**config.mk**
```make
export PLATFORM = sky130hd
export DESIGN_NAME = vga_tile_fetch
export DESIGN_NICKNAME = d
export VERILOG_FILES = /design/src/rtl/vga_pkg.sv /design/src/rtl/vga_delay_line.sv /design/src/rtl/vga_tile_fetch.sv
export SDC_FILE = /design/constraint.sdc
export NUM_CORES = 1
export LEC_CHECK = 0
export CAP_MARGIN = 30
export CORE_MARGIN = 5
export CORE_UTILIZATION = 46
export CTS_CLUSTER_DIAMETER = 40
export DETAILED_ROUTE_END_ITERATION = 12
export PLACE_DENSITY = 0.95
export RECOVER_POWER = 50
export SLEW_MARGIN = 20
export SYNTH_ARGS = -nofsm -noshare
export SYNTH_HDL_FRONTEND = slang
export SYNTH_SLANG_ARGS = --single-unit
export TNS_END_PERCENT = 10
```
**constraint.sdc**
```tcl
create_clock -name clk_i -period 5.57 [get_ports clk_i]
set_clock_uncertainty 0.2 [all_clocks]
set_input_delay 0.557 -clock clk_i [delete_from_list [all_inputs] [get_ports clk_i]]
set_output_delay 0.557 -clock clk_i [all_outputs]
set_load 0.03 [all_outputs]
```
**src/rtl/vga_pkg.sv**
```systemverilog
// Shared constants for the VGA text display path: screen geometry, buffer
// word packing and sync polarity.
package vga_pkg;

    localparam int H_ACTIVE        = 640;
    localparam int V_ACTIVE        = 480;
    localparam int H_TILES         = 80;
    localparam int V_TILES         = 30;
    localparam int SINGLE_DATA     = 7;
    localparam int DATA_WIDTH      = 28;
    localparam int COLOR_WIDTH     = 12;
    localparam int FONT_ADDR_WIDTH = 11;
    localparam int ADDR_WIDTH      = 10;

    localparam int CHARS_PER_WORD  = DATA_WIDTH / SINGLE_DATA;
    localparam int WORDS_PER_ROW   = H_TILES / CHARS_PER_WORD;

    // Syncs are active-low; the idle level is also their reset value.
    localparam logic SYNC_ACTIVE   = 1'b0;
    localparam logic SYNC_IDLE     = ~SYNC_ACTIVE;

endpackage

```
**src/rtl/vga_delay_line.sv**
```systemverilog
// Fixed-depth shift register with asynchronous active-low reset to a
// parameterised value; used to align sidebands with the pixel pipeline.
module vga_delay_line #(
    parameter int               WIDTH     = 1,
    parameter int               DEPTH     = 1,
    parameter logic [WIDTH-1:0] RESET_VAL = {WIDTH{1'b0}}
) (
    input  logic             clk_i,
    input  logic             rstn_i,
    input  logic [WIDTH-1:0] d_i,
    output logic [WIDTH-1:0] q_o
);

    logic [WIDTH-1:0] stage_r [DEPTH];

    // Shift chain; every stage returns to RESET_VAL on reset.
    always_ff @(posedge clk_i or negedge rstn_i) begin
        if (!rstn_i) begin
            for (int i = 0; i < DEPTH; i++) begin
                stage_r[i] <= RESET_VAL;
            end
        end else begin
            stage_r[0] <= d_i;
            for (int i = 1; i < DEPTH; i++) begin
                stage_r[i] <= stage_r[i-1];
            end
        end
    end

    assign q_o = stage_r[DEPTH-1];

endmodule

```
**src/rtl/vga_tile_fetch.sv**
```systemverilog
// Display-side text reader: pixel coordinates -> buffer word -> font row ->
// RGB, as a fixed three-stage pipeline with a blinking block cursor.
module vga_tile_fetch
    import vga_pkg::*;
#(
    parameter int H_ACTIVE        = vga_pkg::H_ACTIVE,
    parameter int V_ACTIVE        = vga_pkg::V_ACTIVE,
    parameter int H_TILES         = vga_pkg::H_TILES,
    parameter int ADDR_WIDTH      = vga_pkg::ADDR_WIDTH,
    parameter int DATA_WIDTH      = vga_pkg::DATA_WIDTH,
    parameter int SINGLE_DATA     = vga_pkg::SINGLE_DATA,
    parameter int FONT_ADDR_WIDTH = vga_pkg::FONT_ADDR_WIDTH,
    parameter int COLOR_WIDTH     = vga_pkg::COLOR_WIDTH
) (
    input  logic                       clk_i,
    input  logic                       rstn_i,
    input  logic [9:0]                 hcount_i,
    input  logic [9:0]                 vcount_i,
    input  logic                       hsync_i,
    input  logic                       vsync_i,
    output logic [ADDR_WIDTH-1:0]      vr_addr_o,
    input  logic [DATA_WIDTH-1:0]      buf_data_i,
    output logic [FONT_ADDR_WIDTH-1:0] font_addr_o,
    input  logic [7:0]                 font_data_i,
    input  logic [COLOR_WIDTH-1:0]     fg_color_i,
    input  logic [COLOR_WIDTH-1:0]     bg_color_i,
    input  logic                       cursor_en_i,
    input  logic [6:0]                 cursor_col_i,
    input  logic [4:0]                 cursor_row_i,
    output logic [COLOR_WIDTH-1:0]     rgb_o,
    output logic                       hsync_o,
    output logic                       vsync_o
);

    localparam int WPR = H_TILES / (DATA_WIDTH / SINGLE_DATA);

    logic                   active_s;
    logic [6:0]             col_s;
    logic [5:0]             row_s;
    logic [ADDR_WIDTH-1:0]  addr_s;
    logic                   hit_s;
    logic [1:0]             lane_r;
    logic [3:0]             glyph_row_r;
    logic [SINGLE_DATA-1:0] char_s;
    logic [4:0]             side_s;
    logic [4:0]             side_d_s;
    logic                   active_d_s;
    logic                   hit_d_s;
    logic [2:0]             hpix_d_s;
    logic [1:0]             sync_d_s;
    logic                   vsync_prev_r;
    logic [4:0]             frame_cnt_r;
    logic                   blink_s;
    logic                   pix_bit_s;
    logic [COLOR_WIDTH-1:0] rgb_s;

    // Stage 1 decode: tile coordinates, word address and cursor hit.
    always_comb begin
        active_s = (hcount_i < 10'(H_ACTIVE)) && (vcount_i < 10'(V_ACTIVE));
        col_s    = hcount_i[9:3];
        row_s    = vcount_i[9:4];
        addr_s   = ADDR_WIDTH'(row_s) * ADDR_WIDTH'(WPR) + ADDR_WIDTH'(col_s[6:2]);
        hit_s    = cursor_en_i && (col_s == cursor_col_i) && (row_s == {1'b0, cursor_row_i});
    end

    // Stage 1 register: buffer read address plus what stage 2 needs.
    always_ff @(posedge clk_i or negedge rstn_i) begin
        if (!rstn_i) begin
            vr_addr_o   <= {ADDR_WIDTH{1'b0}};
            lane_r      <= 2'd0;
            glyph_row_r <= 4'd0;
        end else begin
            vr_addr_o   <= active_s ? addr_s : {ADDR_WIDTH{1'b0}};
            lane_r      <= col_s[1:0];
            glyph_row_r <= vcount_i[3:0];
        end
    end

    // Stage 2 lane select out of the packed four-character word.
    always_comb begin
        case (lane_r)
            2'd0:    char_s = buf_data_i[0*SINGLE_DATA +: SINGLE_DATA];
            2'd1:    char_s = buf_data_i[1*SINGLE_DATA +: SINGLE_DATA];
            2'd2:    char_s = buf_data_i[2*SINGLE_DATA +: SINGLE_DATA];
            2'd3:    char_s = buf_data_i[3*SINGLE_DATA +: SINGLE_DATA];
            default: char_s = buf_data_i[SINGLE_DATA-1:0];
        endcase
    end

    // Stage 2 register: font ROM address.
    always_ff @(posedge clk_i or negedge rstn_i) begin
        if (!rstn_i) begin
            font_addr_o <= {FONT_ADDR_WIDTH{1'b0}};
        end else begin
            font_addr_o <= FONT_ADDR_WIDTH'({char_s, glyph_row_r});
        end
    end

    // Sidebands ride two stages so they meet the font data in stage 3.
    assign side_s = {active_s, hit_s, hcount_i[2:0]};

    vga_delay_line #(
        .WIDTH     (5),
        .DEPTH     (2),
        .RESET_VAL (5'b00000)
    ) u_side_delay (
        .clk_i  (clk_i),
        .rstn_i (rstn_i),
        .d_i    (side_s),
        .q_o    (side_d_s)
    );

    assign active_d_s = side_d_s[4];
    assign hit_d_s    = side_d_s[3];
    assign hpix_d_s   = side_d_s[2:0];

    // Syncs take three stages, the last of which is the output register.
    vga_delay_line #(
        .WIDTH     (2),
        .DEPTH     (3),
        .RESET_VAL ({SYNC_IDLE, SYNC_IDLE})
    ) u_sync_delay (
        .clk_i  (clk_i),
        .rstn_i (rstn_i),
        .d_i    ({hsync_i, vsync_i}),
        .q_o    (sync_d_s)
    );

    assign hsync_o = sync_d_s[1];
    assign vsync_o = sync_d_s[0];

    // Frame counter advances on each falling edge of the raw vsync.
    always_ff @(posedge clk_i or negedge rstn_i) begin
        if (!rstn_i) begin
            vsync_prev_r <= SYNC_IDLE;
            frame_cnt_r  <= 5'd0;
        end else begin
            vsync_prev_r <= vsync_i;
            if (vsync_prev_r && !vsync_i) begin
                frame_cnt_r <= frame_cnt_r + 5'd1;
            end
        end
    end

    // Stage 3 pixel: pick the glyph bit, invert under a lit cursor.
    always_comb begin
        blink_s   = frame_cnt_r[4];
        pix_bit_s = font_data_i[3'd7 - hpix_d_s];
        if (!active_d_s) begin
            rgb_s = {COLOR_WIDTH{1'b0}};
        end else if (pix_bit_s ^ (hit_d_s & blink_s)) begin
            rgb_s = fg_color_i;
        end else begin
            rgb_s = bg_color_i;
        end
    end

    // Stage 3 register: pixel colour.
    always_ff @(posedge clk_i or negedge rstn_i) begin
        if (!rstn_i) begin
            rgb_o <= {COLOR_WIDTH{1'b0}};
        end else begin
            rgb_o <= rgb_s;
        end
    end

endmodule

```
==> impl_metrics.env <==
export IMPL_area_growth_pct=51.7
export IMPL_cts_sinks=60
export IMPL_insertion_delay_ps=330
export IMPL_fin_crit_sh_pct=53.4
export IMPL_clock_fmax_ghz=0.336
export IMPL_cts_setup_buffers=0
export IMPL_grt_pass1_vias=2623
export IMPL_multiInputGateArea_sq_um=1430
export IMPL_synth_commonest_cells="54 x dfrtp_1, 27 x nand2_1, 25 x nand3_1"
export IMPL_worstMarginPinSlew_ps=1190
export IMPL_critPathMaxFanout=5
export IMPL_synth_edf_count=0
export IMPL_grt_ovfl_total=0
export IMPL_grt_pass1_wl_mm=12.9
export IMPL_num_io_pins=132
export IMPL_setup_worst_path_end_class="flop"
export IMPL_whs_ps=146
export IMPL_seq_area_frac_synth_pct=49.5
export IMPL_synth_nets=383
export IMPL_stdcell_area_sq_um=4620
export IMPL_synthCells=272
export IMPL_synth_ff_type="dfrtp_1"
export IMPL_min_period_ps=2980
export IMPL_vias_per_cell=5.29
export IMPL_fin_nets=513
export IMPL_grt_max_degree=49
export IMPL_ff_latch_area_sq_um=1510
export IMPL_timing_final_ws_setup_ps=2590
export IMPL_critPathRequiredTime_ps=5580
export IMPL_drcViolationCount=0
export IMPL_power_density_nw_per_um2=263
export IMPL_drive_above_1_share_pct=9.34
export IMPL_core_area_sq_um=6390
export IMPL_synth_most_common_cell="dfrtp_1"
export IMPL_ys_seq_elements=60
export IMPL_path_class="input port to flop"
export IMPL_synth_area_leader_cell="dfrtp_1"
export IMPL_cts_clk_slew_worst_paths_ps=70
export IMPL_final_util_pct=72.4
export IMPL_ir_worst_vdd_mv=0.165
export IMPL_dieArea_sq_um=8360
export IMPL_place_congestion=0.796
export IMPL_wl_per_cell_um=16.3
export IMPL_drt_antenna_violating_nets=0
export IMPL_hp_class="flop to flop"
export IMPL_synth_top_cells_by_area="dfrtp_1 44%, mux4_2 6.6%, dfstp_2 5.2%"
export IMPL_htree_levels=3
export IMPL_grt_setup_unrepaired="false"
export IMPL_slew_viol_final=0
export IMPL_hpwl_mm=6.33
export IMPL_cts_root_buf="clkbuf_8"
export IMPL_finalSetupViolCount=0
export IMPL_post_dp_cell_area_sq_um=4420
export IMPL_slew_limit_headroom_pct=20.4
export IMPL_fp_dieH_um=91.4
export IMPL_pre_cts_slack_ps=2250
export IMPL_fill_cells=442
export IMPL_grt_util_all_layers_pct=19.5
export IMPL_drt_pass1_iterations=6
export IMPL_num_antenna_cells=0
export IMPL_antenna_found_initial=0
export IMPL_port_buffers=131
export IMPL_status="complete, no violations"
export IMPL_drt_iter0_drc=75
export IMPL_leakage_nw=2.00
export IMPL_hold_viol=0
export IMPL_yosysWarnings=0
export IMPL_cp_start_kind="input port"
export IMPL_route_vias_total=2562
export IMPL_async_reset_ff_share_pct=100
export IMPL_cap_violations=0
export IMPL_synth_top_area_share_pct=44.3
export IMPL_clock_path_buffers=2
export IMPL_dieWidth_um=91.4
export IMPL_cts_tree="built"
export IMPL_finalSetupTns_ps=0
export IMPL_critical_path_arrival_ps=2990
export IMPL_postRouteWirelength_mm=7.91
export IMPL_cts_made_buffers=9
export IMPL_synth_avg_cell_area_sq_um=11.2
export IMPL_synth_cell_types=37
export IMPL_placementRows=29
export IMPL_synthesis_area_sq_um=3050
export IMPL_initial_core_util_pct=47.7
[flip-flops by register name (all words and copies together), names as in the netlist]
name	count
lane_r	2
font_addr_o	11
glyph_row_r	4
u_side_delay.q_o	5
u_sync_delay.stage_r	4
rgb_o	12
vr_addr_o	10
u_side_delay.stage_r	5
u_sync_delay.q_o	2
frame_cnt_r	5
[cells in the final DEF, fill, tap and decap left out, drive strengths merged, types with 2 or more instances in the layout]
cell type | synthesis | final
clkdlybuf4s50 | 0 | 116
dfrtp | 54 | 54
nand2 | 27 | 27
nand3 | 25 | 25
nor2 | 19 | 19
xnor2 | 15 | 15
nor3 | 15 | 15
dlygate4sd3 | 0 | 15
mux2i | 13 | 13
a211o | 12 | 12
ha | 12 | 12
inv | 9 | 10
clkbuf | 13 | 10
mux4 | 9 | 9
dfstp | 6 | 6
nand4 | 5 | 5
xor2 | 5 | 5
o21ai | 4 | 4
and2 | 4 | 4
nor2b | 3 | 3
clkinv | 0 | 3
buf | 3 | 3
a21oi | 2 | 2
nand3b | 2 | 2
mux2 | 2 | 2
fa | 2 | 2
clkinvlp | 0 | 2
[area by class of cell]
| cell class | instances | share of cell area (%) |
|---|---|---|
| Timing Repair Buffer | 135 | 29.4 |
| Sequential cell | 60 | 32.7 |
| Inverter | 9 | 0.731 |
| Multi-Input combinational cell | 187 | 30.8 |
| Clock inverter | 7 | 1.65 |
| Tap cell | 77 | 2.08 |
| Clock buffer | 9 | 2.68 |
[logic make-up after synthesis]
group           share of synthesized area, %
compound gates                          5.21
xor+xnor                                6.52
fa+ha+maj                               6.24
buf+inv                                 3.73
flops                                   49.5
mux                                     12.1
simple gates                            16.7
[per-layer routing]
| layer | part of all wire, % | vias up | global-route usage (%) |
|---|---|---|---|
| met5 | 0 | - | 0 |
| met4 | 2.2 | 0 | 7.33 |
| met3 | 7.6 | 13 | 5.37 |
| met2 | 52 | 107 | 33.6 |
| met1 | 38 | 1227 | 23.1 |
| li1 | - | 1215 | - |
[critical path, cell delays in order]
cell	delay (ps)
clkdlybuf4s50_1	570
ha_1	260
ha_1	200
inv_1	70
fa_1	460
nand3b_1	180
o21ai_0	260
nand4_1	150
mux2_2	280
[metrics by stage]
step	std cells	power (mW)
3_3_place_gp	466	0.822
2_1_floorplan	272	0.685
6_report	484	1.21
4_1_cts	484	1.23
5_1_grt	484	1.28
3_5_place_dp	467	0.841
[where the power goes]
part	leakage (nW)	switching [mW]	internal, mW
combinational	1.17	0.142	0.172
clock	0.0958	0.178	0.208
sequential	0.737	0.0314	0.483
total	2.00	0.351	0.863
[final timing paths]
kind / from / endpoint / slack, ps / cells past startpoint
setup / recovery: vcount_i[5] / vr_addr_o[9] / 2590 / 9
hold / removal: glyph_row_r[3] / font_addr_o[3] / 150 / 0
setup reg to reg: u_side_delay.q_o[0] / rgb_o[0] / 3180 / 5
hold reg to reg: glyph_row_r[3] / font_addr_o[3] / 150 / 0
max in group asynchronous: rstn_i / u_sync_delay.stage_r[2] / 3260 / 3
min in group asynchronous: rstn_i / rgb_o[5] / 780 / 2
[repair_timing]
item / 4_1_cts / 5_1_grt
hold buffers: 1 / 0
gates resized for setup: 0 / 0
hold endpoints to repair: 18 / 0
Note: power is estimated with default switching activity, not from simulation.
